--- config.mk ---
export PLATFORM = sky130hd
export DESIGN_NAME = ntt_sampler_packer
export DESIGN_NICKNAME = d
export VERILOG_FILES = /design/src/rtl/ntt_sampler_packer.sv
export SDC_FILE = /design/constraint.sdc
export NUM_CORES = 1
export LEC_CHECK = 0
export ABC_AREA = 1
export BUFFER_PORTS_ARGS = -buffer_cell sky130_fd_sc_hd__buf_2
export CORE_ASPECT_RATIO = 1.2
export CORE_MARGIN = 4
export CORE_UTILIZATION = 30
export CTS_CLUSTER_DIAMETER = 150
export DETAILED_ROUTE_END_ITERATION = 10
export HOLD_SLACK_MARGIN = 0.02
export PLACE_DENSITY = 0.5
export SYNTH_ARGS = -nofsm -noshare
export SYNTH_HDL_FRONTEND = slang
export SYNTH_SLANG_ARGS = --single-unit
--- constraint.sdc ---
create_clock -name clk -period 12.05 [get_ports clk]
set_input_delay 2.41 -clock clk [delete_from_list [all_inputs] [get_ports clk]]
set_output_delay 2.41 -clock clk [all_outputs]
set_load 0.01 [all_outputs]
--- src/rtl/ntt_sampler_packer.sv ---
// ntt_sampler_packer: packs the rejection sampler's narrow coefficient stream
// (IN_LANES per beat, per-lane valid mask) into OUT_LANES-wide memory words for
// the NTT sampler input, one polynomial of NUM_COEFFS coefficients per start.
//
// Ports:
//   clk, reset            clock, asynchronous active-high reset
//   zeroize               synchronous clear of all state and data (beats start)
//   start                 single-cycle pulse, begins (or restarts) a polynomial
//   coeff_valid/_data     input beat; lane 0 is the oldest coefficient
//   coeff_ready           beat accepted this cycle (decoded from registers only)
//   sampler_valid/_data   packed word, first coefficient in the low bits
//   poly_done             pulses together with the final word
//   busy                  high while packing
//   err                   sticky: non-contiguous mask or (optional) range error
//
// Optional feature: define NTT_PACKER_RANGE_CHECK_EN to zero any accepted
// coefficient >= Q = 8380417 and flag it on err.

module ntt_sampler_packer #(
  parameter int unsigned COEFF_W    = 24,
  parameter int unsigned IN_LANES   = 2,
  parameter int unsigned OUT_LANES  = 4,
  parameter int unsigned NUM_COEFFS = 256
) (
  input  logic                          clk,
  input  logic                          reset,
  input  logic                          zeroize,
  input  logic                          start,
  input  logic [IN_LANES-1:0]           coeff_valid,
  input  logic [IN_LANES*COEFF_W-1:0]   coeff_data,
  output logic                          coeff_ready,
  output logic                          sampler_valid,
  output logic [OUT_LANES*COEFF_W-1:0]  sampler_data,
  output logic                          poly_done,
  output logic                          busy,
  output logic                          err
);

  localparam int unsigned ACC_LANES = OUT_LANES + IN_LANES - 1;
  localparam int unsigned ACC_W     = ACC_LANES * COEFF_W;
  localparam int unsigned OUT_W     = OUT_LANES * COEFF_W;
  localparam int unsigned IN_W      = IN_LANES * COEFF_W;
  localparam int unsigned FILL_W    = $clog2(OUT_LANES + IN_LANES);
  localparam int unsigned CNT_W     = $clog2(NUM_COEFFS + 1);
  localparam int unsigned K_W       = $clog2(IN_LANES + 1);

  typedef enum logic [0:0] {IDLE, PACK} state_e;

  state_e             state_q;
  logic [ACC_W-1:0]   acc_q;
  logic [FILL_W-1:0]  fill_q;
  logic [CNT_W-1:0]   count_q;
  logic               sampler_valid_q;
  logic [OUT_W-1:0]   sampler_data_q;
  logic               poly_done_q;
  logic               err_q;

  logic [K_W-1:0]     run_c;
  logic               gap_c;
  logic               bad_mask_c;
  logic [CNT_W-1:0]   rem_c;
  logic [K_W-1:0]     take_c;
  logic [IN_W-1:0]    lanes_c;
  logic               range_err_c;
  logic [ACC_W-1:0]   work_c;
  logic [ACC_W-1:0]   acc_shift_c;
  logic [FILL_W-1:0]  fill_d;
  logic [CNT_W-1:0]   count_d;
  logic               emit_c;
  logic               last_c;

  assign coeff_ready   = (state_q == PACK) && (count_q < CNT_W'(NUM_COEFFS));
  assign busy          = (state_q == PACK);
  assign sampler_valid = sampler_valid_q;
  assign sampler_data  = sampler_data_q;
  assign poly_done     = poly_done_q;
  assign err           = err_q;

  // Contiguous-prefix length of the mask; any valid lane above a gap is an error.
  always_comb begin
    run_c      = '0;
    gap_c      = 1'b0;
    bad_mask_c = 1'b0;
    for (int i = 0; i < IN_LANES; i++) begin
      if (!coeff_valid[i]) begin
        gap_c = 1'b1;
      end else if (gap_c) begin
        bad_mask_c = 1'b1;
      end else begin
        run_c = run_c + K_W'(1);
      end
    end
  end

  // Number accepted this cycle, clipped to what the polynomial still needs.
  always_comb begin
    rem_c  = CNT_W'(NUM_COEFFS) - count_q;
    take_c = '0;
    if (coeff_ready) begin
      take_c = (CNT_W'(run_c) > rem_c) ? K_W'(rem_c) : run_c;
    end
  end

  // Optional range check on accepted lanes only.
`ifdef NTT_PACKER_RANGE_CHECK_EN
  localparam logic [COEFF_W-1:0] Q_VAL = COEFF_W'(8380417);
  always_comb begin
    lanes_c     = coeff_data;
    range_err_c = 1'b0;
    for (int i = 0; i < IN_LANES; i++) begin
      if ((K_W'(i) < take_c) && (coeff_data[i*COEFF_W +: COEFF_W] >= Q_VAL)) begin
        lanes_c[i*COEFF_W +: COEFF_W] = '0;
        range_err_c                   = 1'b1;
      end
    end
  end
`else
  always_comb begin
    lanes_c     = coeff_data;
    range_err_c = 1'b0;
  end
`endif

  // Append accepted lanes at the current fill point; split off a full word.
  always_comb begin
    work_c = acc_q;
    for (int j = 0; j < ACC_LANES; j++) begin
      for (int i = 0; i < IN_LANES; i++) begin
        if ((K_W'(i) < take_c) && (FILL_W'(j) == fill_q + FILL_W'(i))) begin
          work_c[j*COEFF_W +: COEFF_W] = lanes_c[i*COEFF_W +: COEFF_W];
        end
      end
    end
    acc_shift_c = work_c >> OUT_W;
    fill_d      = fill_q + FILL_W'(take_c);
    count_d     = count_q + CNT_W'(take_c);
    emit_c      = (fill_d >= FILL_W'(OUT_LANES));
    last_c      = (take_c != '0) && (count_d == CNT_W'(NUM_COEFFS));
  end

  // Control FSM and registered outputs.
  always_ff @(posedge clk or posedge reset) begin
    if (reset) begin
      state_q         <= IDLE;
      acc_q           <= '0;
      fill_q          <= '0;
      count_q         <= '0;
      sampler_valid_q <= 1'b0;
      sampler_data_q  <= '0;
      poly_done_q     <= 1'b0;
      err_q           <= 1'b0;
    end else if (zeroize) begin
      state_q         <= IDLE;
      acc_q           <= '0;
      fill_q          <= '0;
      count_q         <= '0;
      sampler_valid_q <= 1'b0;
      sampler_data_q  <= '0;
      poly_done_q     <= 1'b0;
      err_q           <= 1'b0;
    end else begin
      sampler_valid_q <= 1'b0;
      poly_done_q     <= 1'b0;
      if (coeff_ready && (bad_mask_c || range_err_c)) begin
        err_q <= 1'b1;
      end
      if (start) begin
        // New or restarted polynomial: any partial word is discarded.
        state_q <= PACK;
        acc_q   <= '0;
        fill_q  <= '0;
        count_q <= '0;
      end else if ((state_q == PACK) && (take_c != '0)) begin
        count_q <= count_d;
        if (emit_c) begin
          sampler_valid_q <= 1'b1;
          sampler_data_q  <= work_c[OUT_W-1:0];
          acc_q           <= acc_shift_c;
          fill_q          <= fill_d - FILL_W'(OUT_LANES);
        end else begin
          acc_q  <= work_c;
          fill_q <= fill_d;
        end
        if (last_c) begin
          poly_done_q <= 1'b1;
          state_q     <= IDLE;
        end
      end
    end
  end

endmodule

==> results of run 1 <==
## metrics by stage
| stage | power, mW | cells | hold WS [ps] | utilization |
|---|---|---|---|---|
| 2_1_floorplan | 0.859 | 1612 | 449 | - |
| 3_3_place_gp | 0.902 | 2216 | 461 | 0.329 |
| 3_5_place_dp | 0.902 | 2216 | 462 | 0.329 |
| 4_1_cts | 1.74 | 2263 | 479 | 0.350 |
| 5_1_grt | 1.78 | 2263 | 492 | 0.350 |
| 6_report | 1.71 | 2265 | 474 | 0.350 |
## cells by family after synthesis
kind of cell    after synthesis  synth area share
flops                       232             0.462
fa+ha+maj                    10            0.0111
compound gates              138            0.0952
buf+inv                     196            0.0777
xor+xnor                      8           0.00557
simple gates               1028             0.349
## layout by cell type, fill, tap and decap left out, types with 5 or more instances in the layout
master     count
nand2_1      658
nand3_1      327
dfrtp_1      232
buf_2        154
inv_1         84
o211ai_1      79
o211ai_2      40
clkbuf_16     29
buf_4         15
nor2_1        10
clkbuf_8       9
ha_1           8
nor2_2         7
o21ai_0        7
xor2_1         7
o22ai_1        7
clkbuf_1       7
nand4_1        5
inv_2          5
a21oi_1        5
nand2_2        5
nor3_1         5
## final cells by class
class / count / share of cell area
clock buffer: 45 / 0.0607
inverter: 92 / 0.0246
multi-input combinational: 1184 / 0.403
clock inverter: 2 / 0.000694
timing repair buffer: 169 / 0.0613
sequential: 232 / 0.403
antenna: 2 / 0.000347
tap: 539 / 0.0468
## state kept, by name, indices dropped and copies added, names as in the netlist
register / count
err: 1
count_q: 9
poly_done: 1
sampler_data: 96
fill_q: 3
sampler_valid: 1
busy: 1
acc_q: 120
## power breakdown
| group | leakage (nW) | internal [mW] | switching (mW) |
|---|---|---|---|
| combinational | 4.18 | 0.0191 | 0.0849 |
| sequential | 3.24 | 0.781 | 0.000841 |
| clock | 0.438 | 0.490 | 0.338 |
| total | 7.86 | 1.29 | 0.424 |
## cells in the mapped netlist, drive strengths merged
library cell	count	area (um2)
nor2	21	116
or2	1	6.26
fa	2	40.0
dfrtp	232	5810
xor2	7	61.3
o211ai	119	1090
o21ai	7	35.0
nand2	664	2510
ha	8	100
nor4	1	6.26
a21oi	5	25.0
xnor2	1	8.76
nand4	5	31.3
buf	80	542
inv	92	345
nor3	7	57.6
clkbuf	24	90.1
o22ai	7	43.8
nand3	329	1660
## metal layers
metal	vias up	part of all wire	GRT usage
met4	0	0.028	0.0574
met2	305	0.51	0.339
met3	68	0.047	0.0254
met1	5751	0.41	0.241
met5	-	0	0
li1	5533	-	-
## worst max-delay path, delay by kind of cell
kind                     cells  cell delay (ps)
AO/OA/AOI/OAI                1              200
buffers and inverters        5             1340
adder cells (fa/ha/maj)      3              880
AND/OR/NAND/NOR              9             1720
XOR/XNOR                     1              240
## worst min path at each step
stage / startpoint / to / slack, ps
6_report: sampler_data[75] / sampler_data[75] / 470
5_1_grt: sampler_data[28] / sampler_data[28] / 490
4_1_cts: sampler_data[4] / sampler_data[4] / 480
3_5_place_dp: sampler_data[70] / sampler_data[70] / 460
3_3_place_gp: sampler_data[29] / sampler_data[29] / 460
2_1_floorplan: acc_q[22] / acc_q[22] / 450
==> run metrics, run 1 <==
layout cells sized above 1=0.162; DR vias/cell=slightly above 5; fin nets=1,771; routability cong.=a little over 0.8; Mean Syn Cell Area=just under 8 um2; overall routed net length=44,000 um; Congestion Overflow GR=0; starting density of the core=0.306; initial antenna violation count=1; Reg-to-Reg Start=count_q[0]; HP Class=reg2reg; reg2reg end=acc_q[74]; die area=45,300 um2; Die Width=~190 um; outcome=finished, final reports clean; Post-Syn Area=12,600 um2; Final HPWL DP=28,400 um; worst-margin pin slew=1120 ps; CTS Hold Bufs=0; Max Clk Rate=around 160 MHz; syn_nets=1,676; H-tree Lvls=1; P_leak=7.86 nW; flop-to-flop setup slack=approximately 6800 ps; post-route DRC violation count=0; crit path capture type=register; multi-input logic area=5810 um2; ANT nets after route=0; Final Hold Viols=0; GRT Total Usage=0.191; critical path arrival=6850 ps; area grow syn2layout=14.6%; DR vias=11,700; area of the core=around 41,000 um2; first-pass GRT wire length=68,500 um; RSZ-0062 raised after global routing=no; I/O pin count=between 150 and 200; minimum clock period=~6400 ps; Port Buf Inserts=154; PostCTS Resize Cnt=0; #FFs+latches synth=232; Reg area=5810 um2; post-synthesis cell count=1,612; DRT iter0 DRCs=814; critical path's largest stage delay=approximately 970 ps; critical path peak fanout=88; Ys Warns=0; first drt pass iteration count=5; Final Skew=8.71 ps; final slew viol count=0; largest net degree at the start of global routing=102; crit start category=input pin; fillers=4,448; Final period util=0.528; max-cap check violation count=0; sequential area share after synthesis=0.462; clock sinks=232; Setup Crit Path Kind=in2reg; clock latency on the worst-skew pair=between 500 and 600 ps; Finished Cell Area=14,400 um2; Die Height=232 um; root buf cell=clkbuf_16; clock slew at the register clock pins of the worst setup and hold paths=60 ps; worst reg2reg path depth=21; # setup viols final=0; setup repair bufs after CTS=0; placed cell area=~14,000 um2; Rows=81; Slew headroom=0.251; wire length per cell=19.4 um; Longest Clk Path Bufs=3; vias in the first global route=11,300; CP startpoint=coeff_valid[1]; VDD IR max=a little over 0.00009 V; Worst Setup EP=acc_q[74]; Hold Path Stages=2; CP Data Required Time=12,540 ps; setup_tns=0 ps; Slowest-stage cell, CP=buf_4; number of CTS-inserted buffers=28; worst setup margin=5690 ps; crit-path cells=buf_2 > or2_2 > ha_1 > nand2_1 > inv_1 > nand3_1 > nand3_1 > nor2_2 > nand4_1 > nand3_1 > inv_1 > ha_1 > fa_1 > xnor2_1 > inv_1 > nor2_4 > buf_4 > o211ai_1 > nand2_1; Unique masters post-synth=31; dpl ws=5170 ps; CTS tree=built; Pwr Density=roughly 120 nW/um2
(Power assumes the default switching activity.)
==> run 2: changes to the inputs <==
--- a/config.mk
+++ b/config.mk
@@ -13,7 +13,7 @@
 export CTS_CLUSTER_DIAMETER = 150
 export DETAILED_ROUTE_END_ITERATION = 10
 export HOLD_SLACK_MARGIN = 0.02
-export PLACE_DENSITY = 0.5
+export PLACE_DENSITY = 0.51
 export SYNTH_ARGS = -nofsm -noshare
 export SYNTH_HDL_FRONTEND = slang
 export SYNTH_SLANG_ARGS = --single-unit
==> constraint.sdc (replaced) <==
create_clock -name clk -period 5.1 [get_ports clk]
set_input_delay 1.02 -clock clk [delete_from_list [all_inputs] [get_ports clk]]
set_output_delay 1.02 -clock clk [all_outputs]
set_load 0.01 [all_outputs]
==> run metrics, run 2 (same netlist as run 1, synthesis figures left out) <==
# setup viols final=0; switching pwr=1.03 mW; worst-margin pin slew=995 ps; most frequent cells in the layout=658 x nand2_1, 327 x nand3_1, 232 x dfrtp_1; Final Skew=roughly 14 ps; combinational share of power=0.061; H-tree Lvls=1; CP Data Required Time=5540 ps; flop-to-flop setup slack=610 ps; wire length per cell=19.1 um; DR vias=between 10,000 and 15,000; VDD IR max=0.000233 V; I/O pin count=155; Die Height=~230 um; Port Buf Inserts=approximately 150; Slowest-stage cell, CP=fa_1; PostCTS Resize Cnt=0; clock slew at the register clock pins of the worst setup and hold paths=60 ps; outcome=finished, final reports clean; clock latency on the worst-skew pair=570 ps; Max Clk Rate=approximately 220 MHz; Net Sw Frac=0.248; Longest Clk Path Bufs=3; worst setup margin=606 ps; final slew viol count=0; setup repair bufs after CTS=0; Die Width=195 um; max-cap check violation count=0; Final HPWL DP=29,200 um; dpl ws=387 ps; CTS tree=built; root buf cell=clkbuf_16; first-pass GRT wire length=68,400 um; Pwr Density=282 nW/um2; die area=45,300 um2; Top reg by flops=acc_q; critical path arrival=4930 ps; crit start category=register; Congestion Overflow GR=0; Final period util=0.881; largest net degree at the start of global routing=127; RSZ-0062 raised after global routing=no; post-route DRC violation count=0; fin nets=1,791; starting density of the core=0.306; HP Class=in2async; overall routed net length=around 44,000 um; P_leak=about 8 nW; GRT Total Usage=0.189; crit path capture type=register; setup_tns=0 ps; max FFs per register=120; sequential power share=0.445; Critical path buffers and inverters=4; most common cell after layout, fill and taps aside=nand2_1; layout cells sized above 1=0.176; first drt pass iteration count=5; critical path's largest stage delay=420 ps; area of the core=~40,000 um2; ANT nets after route=0; number of CTS-inserted buffers=29; total power=4.15 mW; crit-path cells=inv_1 > ha_1 > nand3_1 > nor3_1 > ha_1 > inv_1 > nand3_1 > nor2_1 > nand2_1 > nor2_2 > nand3_1 > nand2_1 > nand3_1 > inv_1 > ha_1 > inv_1 > fa_1 > nor3_1 > nand3_1 > xor2_1 > nor4_1 > nand3_1 > o21ai_0 > a21oi_1; clock sinks=232; DR vias/cell=~5; routability cong.=approximately 0.81; P_int=3.12 mW; Setup Crit Path Kind=reg2reg; area grow syn2layout=17.2%; minimum clock period=4490 ps; Final Util=0.358; Rows=81; initial antenna violation count=2; Most Frequent Cell on Critical Path=nand3_1; critical path peak fanout=7; DRT iter0 DRCs=846; Crit path max-delay family=simple AND/OR/NAND/NOR gates; Slew headroom=0.336; vias in the first global route=approximately 12,000; Final Hold Viols=0; CTS Hold Bufs=0; part of the power in the clock network=0.494
[run 2: cell count changes in the layout (fill, tap and decap cells not counted), sizes merged]
cell,before,now
inv,90,91
buf,169,188
clkinvlp,0,1
diode,2,1
clkinv,4,8
[run 2: through the flow]
step / hold slack (ps) / instance area (um2) / cells
6_report: 380 / 14700 / 2289
5_1_grt: 371 / 14700 / 2288
4_1_cts: 356 / 14700 / 2288
3_5_place_dp: 461 / 13800 / 2235
3_3_place_gp: 460 / 13800 / 2235
2_1_floorplan: 449 / 12600 / 1612
[run 2: cell type report]
type | count | area [um2]
Inverter | 92 | 352
Tap cell | 539 | 674
Antenna cell | 1 | 2.50
Clock inverter | 8 | 47.5
Fill cell | 4444 | 26400
Timing Repair Buffer | 188 | 1140
Multi-Input combinational cell | 1184 | 5810
Clock buffer | 45 | 916
Sequential cell | 232 | 5810
[run 2: final timing paths]
check	cells after the start	from	to
worst max-delay path	24	count_q[0]	busy
min in group clk	2	sampler_data[77]	sampler_data[77]
worst min-delay path	2	reset	acc_q[76]
worst min register to register	2	sampler_data[77]	sampler_data[77]
worst max register to register	24	count_q[0]	busy
max in group asynchronous	3	reset	sampler_data[70]
[run 2: power groups by stage]
stage                     combinational, mW  clock, mW  sequential (mW)
after global placement                0.261          0             1.88
after detailed placement              0.260          0             1.88
after CTS                             0.261       2.12             1.85
after floorplan                       0.150          0             1.88
final                                 0.255       2.05             1.85
after global routing                  0.279       2.19             1.85
[run 2: metal layers]
metal	GRT usage	vias to the layer above	share of wire
met2	0.329	327	0.50
met5	0	-	0.00034
met4	0.0707	2	0.037
met1	0.240	5722	0.42
met3	0.0260	93	0.047
li1	-	5587	-
==> run 3: changes to the inputs <==
--- a/config.mk
+++ b/config.mk
@@ -9,11 +9,11 @@
 export BUFFER_PORTS_ARGS = -buffer_cell sky130_fd_sc_hd__buf_2
 export CORE_ASPECT_RATIO = 1.2
 export CORE_MARGIN = 4
-export CORE_UTILIZATION = 30
+export CORE_UTILIZATION = 55
 export CTS_CLUSTER_DIAMETER = 150
 export DETAILED_ROUTE_END_ITERATION = 10
 export HOLD_SLACK_MARGIN = 0.02
-export PLACE_DENSITY = 0.51
+export PLACE_DENSITY = 0.79
 export SYNTH_ARGS = -nofsm -noshare
 export SYNTH_HDL_FRONTEND = slang
 export SYNTH_SLANG_ARGS = --single-unit
==> constraint.sdc (replaced) <==
create_clock -name clk -period 5.6 [get_ports clk]
set_input_delay 1.12 -clock clk [delete_from_list [all_inputs] [get_ports clk]]
set_output_delay 1.12 -clock clk [all_outputs]
set_load 0.01 [all_outputs]
==> run metrics, run 3 (same netlist as run 1, synthesis figures left out) <==
initial antenna violation count=0; DR vias/cell=5.91; I/O pin count=~160; most common cell after layout, fill and taps aside=nand2_1; CP startpoint=count_q[0]; fin cells=2,010; worst reg2reg path depth=22; DRT iter0 DRCs=1,192; # setup viols final=0; Cells after DPL=1,965; crit-path cells=inv_1 > ha_1 > nand3_1 > nor3_1 > ha_1 > inv_1 > nand3_1 > nor2_1 > nand2_1 > nor2_2 > nand4_1 > nand3_1 > inv_1 > ha_1 > fa_1 > xnor2_1 > inv_1 > nand3_1 > nor2_4 > buf_4 > nand3_1 > nand3_1; Slew headroom=0.242; Congestion Overflow GR=0; max FFs per register=120; first drt pass iteration count=5; n_diodes=0; ANT nets after route=0; part of the power in the clock network=0.468; hold slack=472 ps; outcome=finished, final reports clean; post-route DRC violation count=0; setup_tns=0 ps; most frequent cells in the layout=658 x nand2_1, 327 x nand3_1, 232 x dfrtp_1; RSZ-0062 raised after global routing=no; fin nets=around 1,800; Rows=60; setup repair bufs after CTS=0; worst-margin pin slew=approximately 1100 ps; sequential power share=0.471; Setup Crit Path Kind=reg2reg; layout cells sized above 1=0.167; Max Clk Rate=roughly 220 MHz; Final HPWL DP=24,000 um; reg2reg end=acc_q[18]; switching pwr=between 800 and 900 uW; Most Frequent Cell on Critical Path=nand3_1; P_int=2.70 mW; area grow syn2layout=12.9%; Port Buf Inserts=154; starting density of the core=0.560; Final Util=0.633; DR vias=around 12,000; overall routed net length=between 30,000 and 40,000 um; worst hold path startpoint=sampler_data[88]; Net Sw Frac=0.244; root buf cell=clkbuf_16; Slowest-stage cell, CP=nor2_4; Top reg by flops=acc_q; PostCTS Resize Cnt=0; area of the core=22,400 um2; routability cong.=0.860; Die Width=146 um; wire length per cell=18.4 um; Hold Path Stages=2; final slew viol count=0; clock slew at the register clock pins of the worst setup and hold paths=approximately 60 ps; Final Skew=26.9 ps; combinational share of power=0.061; minimum clock period=4530 ps; number of CTS-inserted buffers=25; VDD IR max=0.000237 V; Die Height=around 170 um; largest net degree at the start of global routing=126; crit start category=register; critical path arrival=4990 ps; max-cap check violation count=0; Pwr Density=251 nW/um2; critical path's largest stage delay=~600 ps; first-pass GRT wire length=60,100 um; crit path capture type=register; clock latency on the worst-skew pair=550 ps; GRT Total Usage=0.287; flop-to-flop setup slack=1070 ps; die area=25,400 um2; CTS Hold Bufs=0; Final Hold Viols=0; clock sinks=232; critical path peak fanout=19; H-tree Lvls=1; Reg-to-Reg Start=count_q[0]; CTS tree=built; Longest Clk Path Bufs=3; Final period util=0.809; vias in the first global route=11,700; total power=3.57 mW; P_leak=7.91 nW; CP Data Required Time=between 6000 and 7000 ps; hold path endpoint=sampler_data[88]; HP Class=reg2reg
-- run 3: layout make-up --
| cell class | instances | area [um2] |
|---|---|---|
| clock inverters | 9 | 87.6 |
| flip-flops and latches | 232 | 5810 |
| clock buffers | 36 | 747 |
| multi-input cells | 1184 | 5810 |
| fillers | 1962 | 8250 |
| inverters | 92 | 350 |
| well taps | 279 | 349 |
| repair buffers | 178 | 1050 |
-- run 3: metrics by stage --
step / instance area (um2) / setup slack, ps
after floorplan: 12600 / 1300
after global placement: 13400 / 849
after detailed placement: 13400 / 764
after CTS: 14200 / 1090
after global routing: 14200 / 627
final: 14200 / 1070
-- run 3: power by group through the flow --
stage	clock network [mW]	registers [mW]	logic [mW]
after floorplan	0	1.71	0.137
after global placement	0	1.71	0.215
after detailed placement	0	1.71	0.216
after CTS	1.69	1.68	0.216
after global routing	1.76	1.68	0.236
final	1.67	1.68	0.217
-- run 3: critical path, delay by kind of cell (launching register included) --
family	cells	cell delay, ps
fa+ha+maj	4	1170
buf+inv	5	850
flops	1	420
simple gates	12	1830
xor+xnor	1	160
-- run 3: routing by layer --
metal	vias to the layer above	routed length (um)	global-route usage
met5	-	0	0
met4	0	1820	0.139
met3	111	3050	0.0434
met2	615	18100	0.488
met1	5620	14000	0.359
li1	5542	-	-
-- run 3: how the worst max path moves through the flow --
stage | endpoint | slack, ps | depth (start not counted)
final | acc_q[18] | 1070 | 22
after detailed placement | acc_q[17] | 760 | 20
after global routing | acc_q[18] | 630 | 22
after CTS | acc_q[18] | 1090 | 22
after floorplan | busy | 1300 | 22
after global placement | acc_q[18] | 850 | 20
